## src/rtl/tron_imem_server.sv

```systemverilog
// -----------------------------------------------------------------------------
// tron_imem_server
//
// Instruction memory for the Tron core. A host first streams a program image
// in over a valid/ready port. The block then serves the core's fetches and
// stores out of a 2**ADDR_W x 16-bit word memory.
//
// Optional feature (compile-time macro TRON_IMEM_CHECKSUM_EN):
//   Each load carries one extra trailing word. That word is a 16-bit wrapping
//   checksum of the data words. It is never written to memory. A bad checksum
//   pulses ld_done, sets the sticky ld_csum_err and leaves the block in IDLE.
//
// Ports:
//   clk          in   rising-edge system clock
//   reset        in   asynchronous active-low reset
//   cpu_addr     in   [15:0] fetch/store word address from the core
//   cpu_wdata    in   [15:0] store data from the core
//   cpu_we       in   store strobe (honoured only while serving)
//   instruction  out  [15:0] registered fetch result; NOP_WORD while stalled
//   cpu_stall    out  core holds its PC while high
//   ld_start     in   one-cycle pulse starting a load (also a reload from SERVE)
//   ld_len       in   [ADDR_W:0] word count, sampled with ld_start
//   ld_valid     in   loader word valid
//   ld_data      in   [15:0] loader word
//   ld_ready     out  block accepts ld_data (high for the whole LOAD state)
//   ld_done      out  one-cycle pulse after the final load word is accepted
//   addr_err     out  sticky: out-of-range fetch or store seen while serving
//   ld_csum_err  out  sticky checksum mismatch (TRON_IMEM_CHECKSUM_EN only)
//   dbg_state    out  [1:0] FSM state: 0 IDLE, 1 LOAD, 2 SERVE
//
// Handshake: a loader word transfers on a rising edge where ld_valid and
// ld_ready are both high. ld_ready does not depend on ld_valid. The host may
// hold or change ld_data freely while ld_valid is low.
// -----------------------------------------------------------------------------
module tron_imem_server #(
    parameter int          ADDR_W   = 8,
    parameter logic [15:0] NOP_WORD = 16'h0000
) (
    input  logic              clk,
    input  logic              reset,
    input  logic [15:0]       cpu_addr,
    input  logic [15:0]       cpu_wdata,
    input  logic              cpu_we,
    output logic [15:0]       instruction,
    output logic              cpu_stall,
    input  logic              ld_start,
    input  logic [ADDR_W:0]   ld_len,
    input  logic              ld_valid,
    input  logic [15:0]       ld_data,
    output logic              ld_ready,
    output logic              ld_done,
    output logic              addr_err,
`ifdef TRON_IMEM_CHECKSUM_EN
    output logic              ld_csum_err,
`endif
    output logic [1:0]        dbg_state
);

    localparam int              DEPTH   = 2 ** ADDR_W;
    localparam logic [ADDR_W:0] MAX_LEN = (ADDR_W + 1)'(DEPTH);
    localparam logic [ADDR_W:0] ONE     = (ADDR_W + 1)'(1);

    typedef enum logic [1:0] {
        S_IDLE  = 2'd0,
        S_LOAD  = 2'd1,
        S_SERVE = 2'd2
    } state_t;

    state_t          r_state;
    state_t          w_next_state;
    logic [ADDR_W:0] r_len;
    logic [ADDR_W:0] r_count;
    logic [15:0]     r_instr;
    logic            r_ld_done;
    logic            r_addr_err;
    logic [15:0]     r_mem [DEPTH];

    logic [ADDR_W:0] w_len_clamped;
    logic            w_start_load;
    logic            w_accept;
    logic            w_load_write;
    logic            w_done_set;
    logic            w_addr_oor;
    logic            w_serve_store;

`ifdef TRON_IMEM_CHECKSUM_EN
    logic [15:0]     r_sum;
    logic            r_csum_err;
    logic            w_csum_word;
    logic            w_csum_fail;
`endif

    // Any address bit at or above ADDR_W set means the word lies outside the memory.
    assign w_addr_oor    = |(cpu_addr >> ADDR_W);
    assign w_serve_store = (r_state == S_SERVE) && cpu_we && !w_addr_oor;

    // ------------------------------------------------------------------ FSM
    always_ff @(posedge clk or negedge reset) begin
        if (!reset) begin
            r_state <= S_IDLE;
        end else begin
            r_state <= w_next_state;
        end
    end

    always_comb begin
        w_next_state = r_state;
        w_start_load = 1'b0;
        w_accept     = 1'b0;
        w_load_write = 1'b0;
        w_done_set   = 1'b0;
`ifdef TRON_IMEM_CHECKSUM_EN
        w_csum_word  = 1'b0;
        w_csum_fail  = 1'b0;
`endif
        // A length with the top bit set is at least DEPTH, so it clamps to DEPTH.
        w_len_clamped = ld_len[ADDR_W] ? MAX_LEN : ld_len;

        case (r_state)
            S_IDLE, S_SERVE: begin
                if (ld_start) begin
                    w_start_load = 1'b1;
`ifdef TRON_IMEM_CHECKSUM_EN
                    // A zero-length load still expects its checksum word.
                    w_next_state = S_LOAD;
`else
                    if (w_len_clamped == '0) begin
                        w_next_state = S_SERVE;
                        w_done_set   = 1'b1;
                    end else begin
                        w_next_state = S_LOAD;
                    end
`endif
                end
            end
            S_LOAD: begin
                w_accept = ld_valid;
`ifdef TRON_IMEM_CHECKSUM_EN
                w_csum_word  = (r_count == r_len);
                w_load_write = w_accept && !w_csum_word;
                if (w_accept && w_csum_word) begin
                    w_done_set  = 1'b1;
                    w_csum_fail = (ld_data != r_sum);
                    w_next_state = w_csum_fail ? S_IDLE : S_SERVE;
                end
`else
                w_load_write = w_accept;
                if (w_accept && (r_count == r_len - ONE)) begin
                    w_done_set   = 1'b1;
                    w_next_state = S_SERVE;
                end
`endif
            end
            default: w_next_state = S_IDLE;
        endcase
    end

    // ------------------------------------------------------ datapath regs
    always_ff @(posedge clk or negedge reset) begin
        if (!reset) begin
            r_len      <= '0;
            r_count    <= '0;
            r_instr    <= NOP_WORD;
            r_ld_done  <= 1'b0;
            r_addr_err <= 1'b0;
        end else begin
            if (w_start_load) begin
                r_len   <= w_len_clamped;
                r_count <= '0;
            end else if (w_accept) begin
                r_count <= r_count + ONE;
            end
            r_ld_done <= w_done_set;
            // Capture a fetch only when serving this cycle and the next. Leaving
            // SERVE therefore puts NOP_WORD on the output together with the stall.
            if ((r_state == S_SERVE) && (w_next_state == S_SERVE) && !w_addr_oor) begin
                r_instr <= r_mem[cpu_addr[ADDR_W-1:0]];
            end else begin
                r_instr <= NOP_WORD;
            end
            if ((r_state == S_SERVE) && w_addr_oor) begin
                r_addr_err <= 1'b1;
            end
        end
    end

`ifdef TRON_IMEM_CHECKSUM_EN
    always_ff @(posedge clk or negedge reset) begin
        if (!reset) begin
            r_sum      <= '0;
            r_csum_err <= 1'b0;
        end else begin
            if (w_start_load) begin
                r_sum <= '0;
            end else if (w_load_write) begin
                r_sum <= r_sum + ld_data;
            end
            if (w_csum_fail) begin
                r_csum_err <= 1'b1;
            end
        end
    end

    assign ld_csum_err = r_csum_err;
`endif

    // Memory has no reset, so contents survive a reset mid-load. Load writes
    // and core stores occur in different states, so they never collide.
    always_ff @(posedge clk) begin
        if (w_load_write) begin
            r_mem[r_count[ADDR_W-1:0]] <= ld_data;
        end else if (w_serve_store) begin
            r_mem[cpu_addr[ADDR_W-1:0]] <= cpu_wdata;
        end
    end

    assign instruction = r_instr;
    assign cpu_stall   = (r_state != S_SERVE);
    assign ld_ready    = (r_state == S_LOAD);
    assign ld_done     = r_ld_done;
    assign addr_err    = r_addr_err;
    assign dbg_state   = r_state;

endmodule

```

## config.mk

```make
export PLATFORM = sky130hd
export DESIGN_NAME = tron_imem_server
export DESIGN_NICKNAME = d
export VERILOG_FILES = /design/src/rtl/tron_imem_server.sv
export SDC_FILE = /design/constraint.sdc
export NUM_CORES = 2
export LEC_CHECK = 0
export ABC_CLOCK_PERIOD_IN_PS = 8100
export CORE_UTILIZATION = 55
export DETAILED_ROUTE_END_ITERATION = 6
export DONT_BUFFER_PORTS = 1
export PLACE_DENSITY = 0.68
export REMOVE_ABC_BUFFERS = 1
export SLEW_MARGIN = 20
export SYNTH_ARGS = -nofsm -noshare
export SYNTH_HDL_FRONTEND = slang
export SYNTH_SLANG_ARGS = --single-unit
```

## constraint.sdc

```tcl
create_clock -name clk -period 8.1 [get_ports clk]
set_input_delay 0.81 -clock clk [delete_from_list [all_inputs] [get_ports clk]]
set_output_delay 0.81 -clock clk [all_outputs]
set_load 0.05 [all_outputs]
```

Word-level counts from Yosys, hierarchy flattened
Memory sizes are Yosys's and may differ from the RTL's.
Cells that the tools add are included.
{"block": "word_totals", "mem_bits_rw": 4096, "memories": 1, "output_inout_bits": 22, "ff_bits": 38}
{"memory": "r_mem", "words": 256, "word_bits": 16, "read_ports": 1, "rd_ports_with_merged_regs": 0, "wr": 1, "line": "76", "source": "logic [15:0] r_mem [DEPTH];"}
{"block": "op_classes", "n_eq_ne": 5, "n_addsub": 2, "muxes": 23, "n_reduce_logical": 13}
{"op": "two-way mux 16 bit", "count": 2}
{"op": "two-way mux 9 bit", "count": 3}
{"op": "OR reduction 16 bit", "count": 1}
{"op": "two-way mux 1 bit", "count": 12}
{"op": "adder 9 x 1 -> 9 bit, second input constant", "count": 1}
{"op": "== test 9 bit", "count": 1}
{"op": "zero test 9 bit", "count": 1}
{"op": "subtractor 9 x 1 -> 9 bit, second input constant", "count": 1}
{"op": "two-way mux 8 bit", "count": 1}
{"op": "OR reduction 8 bit", "count": 1}
{"op": "logical AND 1 bit", "count": 6}
{"op": "two-way mux 2 bit", "count": 3}
{"op": "== test 2 bit, second input constant", "count": 2}
{"op": "one-hot mux 2 bit (2 select lines)", "count": 1}
{"op": "== test 2 x 1 -> 1 bit, second input constant", "count": 1}
{"op": "zero test 2 bit", "count": 1}
{"op": "!= test 2 bit, second input constant", "count": 1}
{"op": "one-hot mux 1 bit (2 select lines)", "count": 1}
{"op": "nonzero test 2 bit", "count": 1}
{"op": "OR reduction 2 bit", "count": 1}
{"op": "zero test 1 bit", "count": 1}

Depth between registers and ports, before layout
{"block": "logic_depth", "word_depth": 9, "ltp_mapped": 13}

Worst setup path after synthesis
No wires, ideal clock.
{"block": "synth_timing", "path_type": "input to register", "startpoint": "input port cpu_addr[13]", "endpoint": "memory r_mem[0][10], data pin", "required_ns": 7.277, "n_path_buf": 2, "path_stages": 7, "setup_time_ns": 0.823, "arrival_time_ns": 5.247, "setup_slack_ns": 2.031, "path_cell_list": "nor4_1 > nand3_1 > nor2_1 > buf_2 > buf_1 > nand2_1 > nand2_1"}
{"block": "synth_between", "elab_chain_len": 8}
{"element": "start: declaration", "line": "41", "source": "input logic [15:0] cpu_addr,"}
{"element": "OR reduction 8 bit", "line": "94", "source": "assign w_addr_oor = |(cpu_addr >> ADDR_W);"}
{"element": "zero test 1 bit", "line": "95", "source": "assign w_serve_store = (r_state == S_SERVE) && cpu_we && !w_addr_oor;"}
{"element": "logical AND 1 bit", "line": "95"}
{"element": "two-way mux 1 bit", "line": "212", "source": "end else if (w_serve_store) begin"}
{"element": "two-way mux 1 bit", "line": "210", "source": "if (w_load_write) begin"}
{"element": "two-way mux 1 bit (not written as such)", "line": "213", "source": "r_mem[cpu_addr[ADDR_W-1:0]] <= cpu_wdata;"}
{"element": "OR reduction 16 bit (no line)"}
{"element": "two-way mux 16 bit (no line)"}
{"element": "end: declaration", "line": "76"}
No other way between the ends.

Worst setup path in the final report
{"block": "layout_timing", "startpoint": "input port cpu_addr[0]", "endpoint": "register r_instr[8], in the netlist instruction[8]"}
{"block": "layout_between", "elab_chain_len": 2}
{"element": "memory (256 x 16 bit)"}
{"element": "two-way mux 16 bit", "line": "176", "source": "if ((r_state == S_SERVE) && (w_next_state == S_SERVE) && !w_addr_oor) begin"}
{"element": "end signal: assignment", "line": "177", "source": "r_instr <= r_mem[cpu_addr[ADDR_W-1:0]];"}
{"element": "end: declaration", "line": "73", "source": "logic [15:0] r_instr;"}
No other way between the ends.
A chain may end at the register's enable or synchronous reset.

==> impl_results.md <==
- Total Routing Usage GR: 30.4%
- Failing checks: design-rule violations
- Static Leakage: 58.6 nW
- Area contributors post-synth: edfxtp_1 76%, mux4_2 7.8%, mux2i_1 5.4%, a221oi_1 1.5%, nor2_1 0.74%
- Top cell type's share of synthesized area: 75.7%
- GP Congestion: 0.886
- Core ar.: 294000 um2
- Number of enable flip-flop cells after synthesis: 4096
- Synth Area per Inst: 20.2 um2
- Placed cell count: 11800
- Initial Utilization: 55.3%
- Max-cap violations: 0
- I/O Pins: 84
- Setup-failing EPs final: 0
- Sequential-to-total area share from yosys stat: 76.3%
- Initial antenna violation count: 26
- ANT nets after route: 0
- DR iter-0 viols: 12200
- Largest net degree at the start of global routing: 578
- Worst path buffer plus inverter count: 5
- CP most frequent cell: buf_16
- Final Critical Period: 6.09 ns
- Power Density: 249 nW/um2
- Crit-path leading delay family: compound AO/OA/AOI/OAI gates
- Worst-Margin Slew: 1.34 ns
- Deepest clock path buffer count: 4
- CP Cell Sequence: buf_16 > buf_16 > buf_16 > buf_16 > buf_16 > mux2i_1 > a221oi_1 > o21ai_0 > a211oi_1 > nor3_1 > a31oi_1 > a41o_1
- CTS Buf Count: 402
- TritonCTS Sinks: 4134
- Global-route wire length before repair: 635 mm
- CP max stage delay: 0.99 ns
- Layout area overhead: 11.5%
- Die span in y: 545 um
- TritonRoute pass-1 iters: 7
- Fin cells: 12600
- Total Routed Length: 456 mm
- Mapped Area: 162000 um2
- CP Capture Type: flip-flop
- Clk_skew: 0.0551 ns
- Top_reg_cell synth: edfxtp_1
- Vias: 85800
- WS Path Type: input pin to flip-flop
- Port bufs: 0
- Min-delay worst type: input pin to flip-flop
- RSZ-0062 raised after global routing: false
- Setup crit start kind: input pin
- Worst-path clk slew: 0.06 ns
- Post-synth ARST share: 0.919%
- Layout cells sized above 1: 20.3%
- Max-slew violations: 0
- Vias in the first global route: 83500
- # H-tree levels: 5
- Critical path's slowest cell: a211oi_1
- Die Width: 545 um
- Post-layout net count: 8406
- DR vias/cell: 6.79
- Clock Tree Root: clkbuf_16
- Max_slew headroom: 10.4%
- Status: finished with violations
- CTS tree: built
- GRT overflow: 0
- Top-count cell post-synth: edfxtp_1
- Synth cell count leaders: 4096 x edfxtp_1, 878 x mux2i_1, 559 x mux4_2
- Hold Fails Final Rpt: 0
- Arrival time worst endpoint: 6.96 ns
- DRC: 12
- Fillcell total: 20300
- Std-Cell Rows: 199
- TNS Setup: 0 ns
- Maximum vdd ir drop: 0.000217 V
- Worst Path Max Fanout: 156
- Hpwl dp: 250 mm
- Die footprint: 298000 um2
- Yosys reg bits: 4134
- Critical Path RT: 8.97 ns
- Fin crit share: 75.2%
- Distinct cells, synth: 81
- Syn. warnings: 0
- Worst skew pair latency: 0.97 ns
- Max Fclk: 0.164 GHz
- Setup Fix Bufs, Post-CTS: 0
- Mapped Cells: 8030
- Synth area leader: edfxtp_1
- DR WL/cell: 36.1 um
[power by group]
part	total (mW)	switching, mW	internal, mW
Clock	18.6	8.05	10.6
Combinational	2.71	1.88	0.830
Sequential	23.8	0.105	23.7
[repair_timing]
item,CTS,global route
resized for setup,0,0
endpoints found under the hold margin,47,0
endpoints found under the setup margin,0,0
hold buffers,11,0
[cell families (layout without fill, tap and decap cells)]
family                     count (synthesis)  after routing  share of synthesized area [%]
DFF                                     4134           4134                           76.3
AOI/OAI and AO/OA                       1119           1119                           5.18
muxes                                   1507           1507                           14.0
other                                      0             23                              0
buffers and inverters                    521           1172                           2.44
xor gates and xnor gates                  20             20                          0.108
and+or+nand+nor                          727            727                           1.98
adders and majority gates                  2              2                         0.0154
[state kept, by name, indices dropped and copies added (netlist names)]
register	cells
addr_err	1
dbg_state	2
instruction	16
ld_done	1
r_count	9
r_len	9
r_mem	4096
[cell usage in the layout (no fill, tap or decap), types with 24 or more instances in the layout]
cell and count:
mux4_1 36, nor2_2 82, a21oi_1 119, a221oi_2 24, buf_16 25, edfxtp_1 4096, mux2_2 34, o31ai_1 50
nand3_1 51, clkinv_2 76, o22ai_1 31, nand2_1 116, buf_4 357, a221oi_1 277, mux2i_1 878, bufinv_16 37
o21ai_0 215, mux4_2 559, clkbuf_1 84, clkinv_1 89, nor3_1 105, nor2_1 235, a22oi_1 54, clkbuf_16 406
a211oi_1 67, a221o_1 114, dfrtp_1 38, buf_12 24, nand2b_1 32
[path summary, 6_finish.rpt]
kind	start	to	slack [ns]	depth (start not counted)
worst max register to register	dbg_state[0]$_DFF_PN0_	r_mem[5][5]$_DFFE_PP_	2.17	8
worst min-delay path	ld_len[7]	r_len[7]$_DFFE_PN0P_	0.03	2
worst max-delay path	cpu_addr[0]	instruction[8]$_DFF_PN0_	2.01	12
min in group asynchronous	reset	r_len[4]$_DFFE_PN0P_	0.42	2
worst min register to register	r_len[8]$_DFFE_PN0P_	r_len[8]$_DFFE_PN0P_	0.57	2
max in group asynchronous	reset	instruction[11]$_DFF_PN0_	7.31	2
[final cells by class]
| type | count | area [um2] | area share (%) |
|---|---|---|---|
| antenna | 23 | 57.6 | 0.0318 |
| clock buffer | 504 | 10700 | 5.89 |
| clock inverter | 239 | 2450 | 1.35 |
| multi-input combinational | 3375 | 35000 | 19.4 |
| timing repair buffer | 416 | 3950 | 2.18 |
| tap | 3919 | 4900 | 2.71 |
| inverter | 13 | 66.3 | 0.0366 |
| sequential | 4134 | 124000 | 68.4 |
[per-stage QoR]
step / hold slack [ns] / instance area [um2] / worst slack [ns] / total power [mW] / util, %
after floorplan: 0.465 / 159000 / -2.86 / 25.6 / -
after global placement: 0.524 / 167000 / 0.966 / 26.7 / 57.0
after detailed placement: 0.527 / 168000 / 1.09 / 26.8 / 57.0
after CTS: 0.00229 / 181000 / 2.12 / 45.1 / 61.5
after global routing: 0.0204 / 181000 / 1.82 / 46.1 / 61.6
final: 0.0336 / 181000 / 2.01 / 45.1 / 61.6
[layer usage]
layer	global-route usage (%)	part of all wire, %	wire length, um	vias up
li1	-	-	-	34200
met1	41.7	38	172000	45200
met2	46.7	46	211000	5362
met3	6.81	11	49600	952
met4	14.3	5.2	23800	16
met5	0	0.061	276	-
No activity file was read; power rests on OpenSTA's default activity.
